$ cat src/rtl/clock_pkg.sv
// Shared types and default timing constants for the clock-setting front ends
// (seconds, minutes and hours controllers).
package clock_pkg;

  typedef enum logic [2:0] {
    IDLE   = 3'd0,
    STEP   = 3'd1,
    WAIT   = 3'd2,
    STEP_R = 3'd3,
    REPEAT = 3'd4,
    LOCK   = 3'd5
  } set_state_t;

  localparam int unsigned CLK_FREQ_HZ_DEF    = 32'd50_000_000;
  localparam int unsigned DEBOUNCE_CYC_DEF   = 32'd1_000_000;
  localparam int unsigned REPEAT_DLY_CYC_DEF = 32'd25_000_000;
  localparam int unsigned REPEAT_CYC_DEF     = 32'd5_000_000;

  // A counter that stops at n-1 needs $clog2(n) bits; keep at least one bit.
  function automatic int unsigned cnt_width(input int unsigned n);
    return (n < 32'd2) ? 32'd1 : $clog2(n);
  endfunction

endpackage

$ cat src/rtl/btn_debounce.sv
// Two-flop synchroniser plus stability counter for one raw push-button.
// db_nxt is the level db takes at the next edge, letting the caller prepare one cycle ahead.
module btn_debounce
  import clock_pkg::*;
#(
  parameter int unsigned DEBOUNCE_CYC = DEBOUNCE_CYC_DEF
) (
  input  logic clk,
  input  logic rst_n,
  input  logic btn_i,
  output logic db,
  output logic db_nxt
);

  localparam int unsigned   CW       = cnt_width(DEBOUNCE_CYC);
  localparam logic [CW-1:0] CNT_LAST = CW'(DEBOUNCE_CYC - 32'd1);

  logic          sync1_q;
  logic          sync2_q;
  logic          db_q;
  logic          db_d;
  logic [CW-1:0] cnt_q;
  logic [CW-1:0] cnt_d;

  // The level only follows the synced input after it has disagreed for DEBOUNCE_CYC cycles in a row.
  always_comb begin
    cnt_d = cnt_q;
    db_d  = db_q;
    if (sync2_q != db_q) begin
      if (cnt_q == CNT_LAST) begin
        db_d  = sync2_q;
        cnt_d = '0;
      end else begin
        cnt_d = cnt_q + CW'(1);
      end
    end else begin
      cnt_d = '0;
    end
  end

  always_ff @(posedge clk or negedge rst_n) begin
    if (!rst_n) begin
      sync1_q <= 1'b0;
      sync2_q <= 1'b0;
      db_q    <= 1'b0;
      cnt_q   <= '0;
    end else begin
      sync1_q <= btn_i;
      sync2_q <= sync1_q;
      db_q    <= db_d;
      cnt_q   <= cnt_d;
    end
  end

  assign db     = db_q;
  assign db_nxt = db_d;

endmodule

$ cat src/rtl/sec_tick_ctrl.sv
// Seconds-counter front end: 1 Hz step pulses in RUN, debounced button steps with
// auto-repeat in SET, plus the registered up/down direction for count_second.
module sec_tick_ctrl
  import clock_pkg::*;
#(
  parameter int unsigned CLK_FREQ_HZ    = CLK_FREQ_HZ_DEF,
  parameter int unsigned DEBOUNCE_CYC   = DEBOUNCE_CYC_DEF,
  parameter int unsigned REPEAT_DLY_CYC = REPEAT_DLY_CYC_DEF,
  parameter int unsigned REPEAT_CYC     = REPEAT_CYC_DEF
) (
  input  logic clk,
  input  logic rst_n,
  input  logic run,
  input  logic btn_up,
  input  logic btn_down,
  output logic en_s,
  output logic up,
  output logic down
);

  localparam int unsigned   PW         = cnt_width(CLK_FREQ_HZ);
  localparam int unsigned   DW         = cnt_width(REPEAT_DLY_CYC);
  localparam int unsigned   RW         = cnt_width(REPEAT_CYC);
  localparam logic [PW-1:0] PRESC_LAST = PW'(CLK_FREQ_HZ - 32'd1);
  localparam logic [DW-1:0] DLY_LAST   = DW'(REPEAT_DLY_CYC - 32'd1);
  localparam logic [RW-1:0] RATE_LAST  = RW'(REPEAT_CYC - 32'd1);

  logic          db_up_s;
  logic          db_dn_s;
  logic          db_up_nxt_s;
  logic          db_dn_nxt_s;
  logic          rise_up_s;
  logic          rise_dn_s;
  logic          nxt_rise_up_s;
  logic          nxt_rise_dn_s;
  logic          held_s;
  logic          other_s;

  logic [PW-1:0] presc_q,    presc_d;
  logic [DW-1:0] dly_q,      dly_d;
  logic [RW-1:0] rate_q,     rate_d;
  set_state_t    state_q,    state_d;
  logic          prev_up_q,  prev_up_d;
  logic          prev_dn_q,  prev_dn_d;
  logic          run_prev_q, run_prev_d;
  logic          en_s_q,     en_s_d;
  logic          up_q,       up_d;
  logic          down_q,     down_d;

  btn_debounce #(.DEBOUNCE_CYC(DEBOUNCE_CYC)) u_db_up (
    .clk    (clk),
    .rst_n  (rst_n),
    .btn_i  (btn_up),
    .db     (db_up_s),
    .db_nxt (db_up_nxt_s)
  );

  btn_debounce #(.DEBOUNCE_CYC(DEBOUNCE_CYC)) u_db_dn (
    .clk    (clk),
    .rst_n  (rst_n),
    .btn_i  (btn_down),
    .db     (db_dn_s),
    .db_nxt (db_dn_nxt_s)
  );

  assign rise_up_s     = db_up_s & ~prev_up_q;
  assign rise_dn_s     = db_dn_s & ~prev_dn_q;
  assign nxt_rise_up_s = db_up_nxt_s & ~db_up_s;
  assign nxt_rise_dn_s = db_dn_nxt_s & ~db_dn_s;
  assign held_s        = up_q ? db_up_s : db_dn_s;
  assign other_s       = up_q ? db_dn_s : db_up_s;

  // Prescaler, SET FSM and next values of the registered outputs.
  always_comb begin
    presc_d    = presc_q;
    dly_d      = dly_q;
    rate_d     = rate_q;
    state_d    = state_q;
    up_d       = up_q;
    down_d     = down_q;
    en_s_d     = 1'b0;
    prev_up_d  = db_up_s;
    prev_dn_d  = db_dn_s;
    run_prev_d = run;
    if (run) begin
      state_d = IDLE;
      dly_d   = '0;
      rate_d  = '0;
      up_d    = 1'b1;
      down_d  = 1'b0;
      if (!run_prev_q || (presc_q == PRESC_LAST)) begin
        presc_d = '0;
      end else begin
        presc_d = presc_q + PW'(1);
      end
      en_s_d = (presc_d == PRESC_LAST);
    end else begin
      presc_d = '0;
      if (run_prev_q) begin
        // A button already down when SET is entered must be released before it counts.
        state_d = (db_up_s || db_dn_s) ? LOCK : IDLE;
      end else begin
        case (state_q)
          IDLE: begin
            if (rise_up_s && rise_dn_s) begin
              state_d = LOCK;
            end else if (rise_up_s || rise_dn_s) begin
              state_d = STEP;
            end else begin
              state_d = IDLE;
            end
          end
          STEP: begin
            state_d = WAIT;
            dly_d   = '0;
          end
          WAIT: begin
            if (!held_s || other_s) begin
              state_d = LOCK;
            end else if (dly_q == DLY_LAST) begin
              state_d = STEP_R;
            end else begin
              dly_d = dly_q + DW'(1);
            end
          end
          STEP_R: begin
            state_d = REPEAT;
            rate_d  = '0;
          end
          REPEAT: begin
            if (!held_s || other_s) begin
              state_d = LOCK;
            end else if (rate_q == RATE_LAST) begin
              state_d = STEP_R;
            end else begin
              rate_d = rate_q + RW'(1);
            end
          end
          LOCK: begin
            if (!db_up_s && !db_dn_s) begin
              state_d = IDLE;
            end else begin
              state_d = LOCK;
            end
          end
          default: begin
            state_d = IDLE;
          end
        endcase
      end
      // Latch the direction one cycle before the STEP pulse so it is settled when en_s rises.
      if ((state_d == IDLE) && (nxt_rise_up_s ^ nxt_rise_dn_s)) begin
        up_d   = nxt_rise_up_s;
        down_d = nxt_rise_dn_s;
      end else begin
        up_d   = up_q;
        down_d = down_q;
      end
      en_s_d = (state_d == STEP) || (state_d == STEP_R);
    end
  end

  // run_prev resets to 1 so reset release with run=1 behaves as an already-running prescaler.
  always_ff @(posedge clk or negedge rst_n) begin
    if (!rst_n) begin
      presc_q    <= '0;
      dly_q      <= '0;
      rate_q     <= '0;
      state_q    <= IDLE;
      prev_up_q  <= 1'b0;
      prev_dn_q  <= 1'b0;
      run_prev_q <= 1'b1;
      en_s_q     <= 1'b0;
      up_q       <= 1'b1;
      down_q     <= 1'b0;
    end else begin
      presc_q    <= presc_d;
      dly_q      <= dly_d;
      rate_q     <= rate_d;
      state_q    <= state_d;
      prev_up_q  <= prev_up_d;
      prev_dn_q  <= prev_dn_d;
      run_prev_q <= run_prev_d;
      en_s_q     <= en_s_d;
      up_q       <= up_d;
      down_q     <= down_d;
    end
  end

  assign en_s = en_s_q;
  assign up   = up_q;
  assign down = down_q;

endmodule
$ cat config.mk
export PLATFORM = sky130hd
export DESIGN_NAME = sec_tick_ctrl
export DESIGN_NICKNAME = d
export VERILOG_FILES = /design/src/rtl/clock_pkg.sv /design/src/rtl/btn_debounce.sv /design/src/rtl/sec_tick_ctrl.sv
export SDC_FILE = /design/constraint.sdc
export NUM_CORES = 1
export LEC_CHECK = 0
export CAP_MARGIN = 0
export CORE_ASPECT_RATIO = 1.1
export CORE_MARGIN = 1
export CORE_UTILIZATION = 55
export CTS_BUF_LIST = sky130_fd_sc_hd__clkbuf_2
export CTS_CLUSTER_SIZE = 40
export DETAILED_ROUTE_END_ITERATION = 10
export GPL_TIMING_DRIVEN = 1
export HOLD_SLACK_MARGIN = 0.1
export PLACE_DENSITY = 0.75
export SLEW_MARGIN = 15
export SYNTH_ARGS = -nofsm -noshare
export SYNTH_HDL_FRONTEND = slang
export SYNTH_SLANG_ARGS = --single-unit
$ cat constraint.sdc
create_clock -name clk -period 6.5 [get_ports clk]
set_input_delay 1.95 -clock clk [delete_from_list [all_inputs] [get_ports clk]]
set_output_delay 1.95 -clock clk [all_outputs]
set_load 0.01 [all_outputs]
---- Yosys cells after proc, flatten, opt, wreduce, memory -nomap -nowiden ----
Cells that the tools add are included.
word-level totals
  word-level logic and storage cells ...... 111
  input port bits ......................... 5
  output and inout bits ................... 3
  register bits after elaboration ......... 129
cells by class
  mux-type cells .......................... 40
  bitwise logic cells ..................... 9
  equal/unequal tests ..................... 20
  add/sub/neg operators ................... 5
  reductions and logical operators ........ 19
operators by type and width
  operator               count
  $mux 25                4
  $mux 23                4
  $mux 20                4
  $mux 26                3
  $eq 26x26->1 const B   2
  $pmux 25 s2            1
  $pmux 23 s2            1
  $add 20x1->20 const B  2
  $eq 20x20->1 const B   2
  $mux 3                 10
  $add 26x1->26 const B  1
  $add 25x1->25 const B  1
  $eq 25x25->1 const B   1
  $add 23x1->23 const B  1
  $eq 23x23->1 const B   1
  $pmux 3 s6             1
  $mux 1                 12
  $ne 3x3->1 const B     4
  $eq 3x2->1 const B     3
  $reduce_and 4->1       2
  $eq 3x1->1 const B     2
  $eq 3x3->1 const B     2
  $logic_not 3->1        2
  $reduce_bool 3->1      2
  other kinds (9)        25

---- Longest topological paths before layout ----
  word-level depth ........................ 12
  depth in mapped cells ................... 10
  mapped depth without buffers ............ 8

---- Cells and area by module ----
Synthesis repeated with hierarchy kept, for this count alone.
unflattened totals
  cell total of the unflattened synthesis .. 764
  area total of the unflattened synthesis .. 6915.4 sq um
by module, submodules not included
  module         cells each  instances  sequential area each (sq um)  area each (sq um)
  sec_tick_ctrl  544         1          2079.5                        4698.3
  btn_debounce   110         2          575.6                         1108.6

---- Least setup slack after synthesis ----
Ideal clock, no wire load.
  path kind ............................... input -> register
  start point ............................. in run
  end point ............................... reg rate_q[17]
  required time ........................... 6.367 ns
  path buffers ............................ 2
  library setup time ...................... 0.133 ns
  path slack .............................. 3.181 ns
  stages on the path ...................... 8
  arrival time ............................ 3.186 ns
  cells stage by stage .................... clkbuf_1 > inv_1 > o21ai_1 > a31oi_1 > clkbuf_1 > nor3_1 > xnor2_1 > nor2_1
on the way
  word-level cells in the longest chain between the ends .. 2
  elaborated cells between the ends (all ways) .. 6
  those cells by class .................... 3 x eq/ne; 1 x mux; 2 x reduce/logical
RTL lines
  element                                                    RTL line              text
  start: declaration                                         sec_tick_ctrl.sv:13   input logic run,
  $ne 3x3->1 (no source line), or another cell as far along  --
  $reduce_and 4->1 (no source line)                          --
  end signal: assignment                                     sec_tick_ctrl.sv:179  rate_q <= rate_d;
  end: declaration                                           sec_tick_ctrl.sv:41   logic [RW-1:0] rate_q, rate_d;
Several ways; a longest one is shown, not always the timed one.
A chain may end at the register's enable or synchronous reset.

---- Worst setup path after layout ----
  start point ............................. in run
  end point ............................... reg rate_q[19]
The elaborated chain is that of the path after synthesis.

==> summary.md <==
| Metric | Value |
|---|---|
| Status | `completed` |
| Leakage power | `around 0.003 µW` |
| Final Cycle Share | `0.587` |
| Synth Flop Type | `dfrtp_1` |
| #FFs+latches synth | `129` |
| Sw Ratio | `0.253` |
| Clock root cell | `clkbuf_2` |
| Max rail drop VDD | `around 0.00016 V` |
| # nets final | `~770` |
| Relative slew slack | `0.282` |
| Setup_tns | `0 ps` |
| Total gr overflow | `0` |
| Routed Antenna Nets | `0` |
| Post-synth EDFFs | `0` |
| Worst-path clk slew | `170 ps` |
| Pins Over Slew Limit | `0` |
| Port buffer count | `7` |
| Gate power share | `0.047` |
| Least-Margin Pin Slew | `approximately 1100 ps` |
| Syn Area/Cell | `around 9.1 µm²` |
| Worst EP required | `around 7100 ps` |
| Max Cap Violations | `0` |
| Sequential area share after synthesis | `0.471` |
| FP Rows | `42` |
| Post-CTS sizing | `0` |
| CP Class | `in2reg` |
| TritonCTS clock tree | `built` |
| DP Wirelength | `about 9.7 mm` |
| Ys async rst share | `1.00` |
| Hold Crit Class | `reg2reg` |
| Place WS | `1990 ps` |
| Pwr Total | `between 1000 and 1500 µW` |
| Fmax achieved | `about 260 MHz` |
| Syn_nets | `~760` |
| Starting Density | `0.567` |
| First-pass GRT wire length | `around 25 mm` |
| Cell variety after synth | `about 60` |
| WP data arrival | `approximately 4400 ps` |
| Final Hold Fails | `0` |
| Final setup viols | `0` |
| Seq. cell area | `between 3000 and 4000 µm²` |
| DIE HEIGHT | `between 100 and 150 µm` |
| Clock buffer depth | `2` |
| Pwr dens | `between 150 and 200 nW/µm²` |
| RSZ-0062 raised after global routing | `no` |
| Startpoint Class | `primary input` |
| Top cells by area, synth | `dfrtp_1 46%, nor2_1 6.4%, xor2_1 4.7%, o21ai_0 4.1%, xnor2_1 4.0%` |
| Cts bufs inserted | `17` |
| Setup Buffers After CTS | `0` |
| Flop pwr share | `0.610` |
| Clock insertion delay at the later pin of the skew report | `around 710 ps` |
| IO Count | `8` |
| Area growth syn-to-layout | `6.02%` |
| Initial DRC count | `435` |
| Share of layout cells above drive strength 1 | `0.0690` |
| Die X | `between 100 and 150 µm` |
| Total number of vias | `5582` |
| Crit. End Element | `register` |
| # DRC | `0` |
| Die area | `between 10000 and 15000 µm²` |
| Vias in the first global route | `5457` |
| Pre-antenna DRT Iters | `7` |
| CTS sink cnt | `approximately 130` |
| Placer congestion estimate | `about 0.86` |
| Clk pwr share | `0.343` |
| Final setup margin | `around 2700 ps` |
| Internal power | `slightly above 1000 µW` |
| Synthesized area | `approximately 6900 µm²` |
| Post-synth top area share | `0.464` |
| Area taken by multi-input logic gates | `3470 µm²` |
| Pin count of the biggest net entering global routing | `slightly above 80` |
| Vias per inst | `6.05` |
| Minimum clock period | `3820 ps` |
| Post-Route WL | `14.1 mm` |
| P_sw | `342 µW` |
| All-Layer GR Usage | `0.241` |
| Filler cell count | `about 1100` |
| Clk_skew | `between 30 and 40 ps` |
| Critical path peak fanout | `22` |
| CTS HTree Levels | `4` |
| Core ar. | `between 10000 and 15000 µm²` |
| CTS Hold Buffers Added | `0` |
| Synth warn | `0` |
| Post-Syn Instances | `about 750` |
| Avg WL per Cell | `15.3 µm` |
| Dominant cell type by area after synthesis | `dfrtp_1` |
| Initial antenna violation count | `1` |
-- path summary, 6_finish.rpt --
check	start	to	slack (ps)	depth (start not counted)
max reg2reg	dly_q[0]$_DFFE_PN0P_	dly_q[19]$_DFFE_PN0P_	3390	8
min reg2reg	u_db_up.sync1_q$_DFF_PN0_	u_db_up.sync2_q$_DFF_PN0_	370	0
max	run	rate_q[19]$_DFFE_PN0P_	2680	8
max in group asynchronous	rst_n	state_q[1]$_DFF_PN0_	4300	2
min	u_db_up.sync1_q$_DFF_PN0_	u_db_up.sync2_q$_DFF_PN0_	370	0
min in group asynchronous	rst_n	dly_q[0]$_DFFE_PN0P_	1040	1
-- cells by family after synthesis --
family | synth area share
AOI/OAI and AO/OA | 0.118
DFF | 0.471
buffers and inverters | 0.0224
muxes | 0.0133
adders and majority gates | 0.00912
xor gates and xnor gates | 0.0869
and+or+nand+nor | 0.279
-- power by group through the flow --
stage	Sequential [µW]	Combinational (µW)	Clock, µW
2_1_floorplan	834	32.8	0
3_3_place_gp	837	63.0	0
3_5_place_dp	837	65.1	0
4_1_cts	823	65.6	481
5_1_grt	825	73.7	519
6_report	823	64.1	463
-- cells in the final DEF (no fill, tap or decap), types with 3 or more instances in the layout --
master           instances
nand2b_1                 3
and3_1                  28
nand3_1                 39
o2111ai_1                4
nand4_1                 22
o21ai_0                 56
nor2_1                 117
ha_1                     5
clkinvlp_4               3
inv_1                   13
clkbuf_2                20
mux2_2                   5
a31oi_1                  9
clkdlybuf4s50_1          6
buf_4                    6
nor3_1                  17
o31ai_1                 17
nor4bb_1                 4
nor4_1                  11
or4_1                    6
nand2_1                 70
clkinv_1                 3
and2_1                   4
o41ai_1                  6
nor4b_1                  3
clkinv_2                 3
a21o_1                   3
dfrtp_1                127
and4_1                  10
or2_2                    3
xnor2_1                 31
a21oi_1                 22
nor2b_1                  7
xor2_1                  37
or3_1                    9
-- synth_stat cells, types with 2 or more instances --
library cell,number
mux2i_1,2
nand2_1,70
clkbuf_1,24
or2_2,3
o21ai_0,56
a31oi_1,9
ha_1,5
nor2b_1,7
dfrtp_1,127
and2_1,4
nor4b_4,2
mux2_2,5
o31ai_1,17
and3_1,28
xnor2_1,31
nand3_1,39
nand4_1,22
nand4bb_1,2
nor4_1,11
a21oi_1,22
nor3_1,17
and4_1,10
nand2b_1,3
inv_1,13
or4bb_1,2
o41ai_1,6
dfstp_2,2
a2111oi_0,2
a21o_1,3
nor4bb_1,4
nor2_1,117
or3_1,9
or4_1,6
o2111ai_1,4
nor4b_1,3
buf_2,2
xor2_1,37
nor3b_1,2
-- state kept, by name (all words and copies together) (netlist names) --
signal	flops
presc_q	26
dly_q	25
rate_q	23
u_db_dn.cnt_q	20
u_db_up.cnt_q	20
state_q	3
down	1
en_s	1
prev_dn_q	1
prev_up_q	1
run_prev_q	1
u_db_dn.db	1
u_db_dn.sync1_q	1
u_db_dn.sync2_q	1
u_db_up.db	1
u_db_up.sync1_q	1
u_db_up.sync2_q	1
up	1
-- cell type report --
cell class                      instances  share of cell area
Multi-Input combinational cell        582               0.478
Clock buffer                           20              0.0138
Tap cell                              154              0.0265
Clock inverter                         12              0.0162
Inverter                               13             0.00671
Timing Repair Buffer                   12              0.0145
Sequential cell                       129               0.444
Antenna cell                            1            0.000344
-- layer usage --
metal | part of all wire | global-route usage | vias up
met5 | 0 | 0 | -
met4 | 0.021 | 0.101 | 0
met3 | 0.037 | 0.0498 | 29
met2 | 0.48 | 0.380 | 147
met1 | 0.46 | 0.321 | 2689
li1 | - | - | 2717
-- metrics by stage --
stage | util | cell area (µm²) | hold WS (ps) | std cells
after floorplan | - | 6860 | 331 | 751
after global placement | 0.583 | 7050 | 334 | 890
after detailed placement | 0.583 | 7050 | 338 | 890
after CTS | 0.601 | 7270 | 376 | 922
after global routing | 0.601 | 7270 | 393 | 923
final | 0.601 | 7270 | 373 | 923
-- worst max-delay path, cell delays in order --
cell	delay, ps
clkdlybuf4s50_1	910
inv_1	310
o21ai_1	330
a31oi_1	70
buf_4	230
nor4b_1	380
xnor2_1	160
nor2_1	50
No activity file was read; power rests on OpenSTA's default activity.
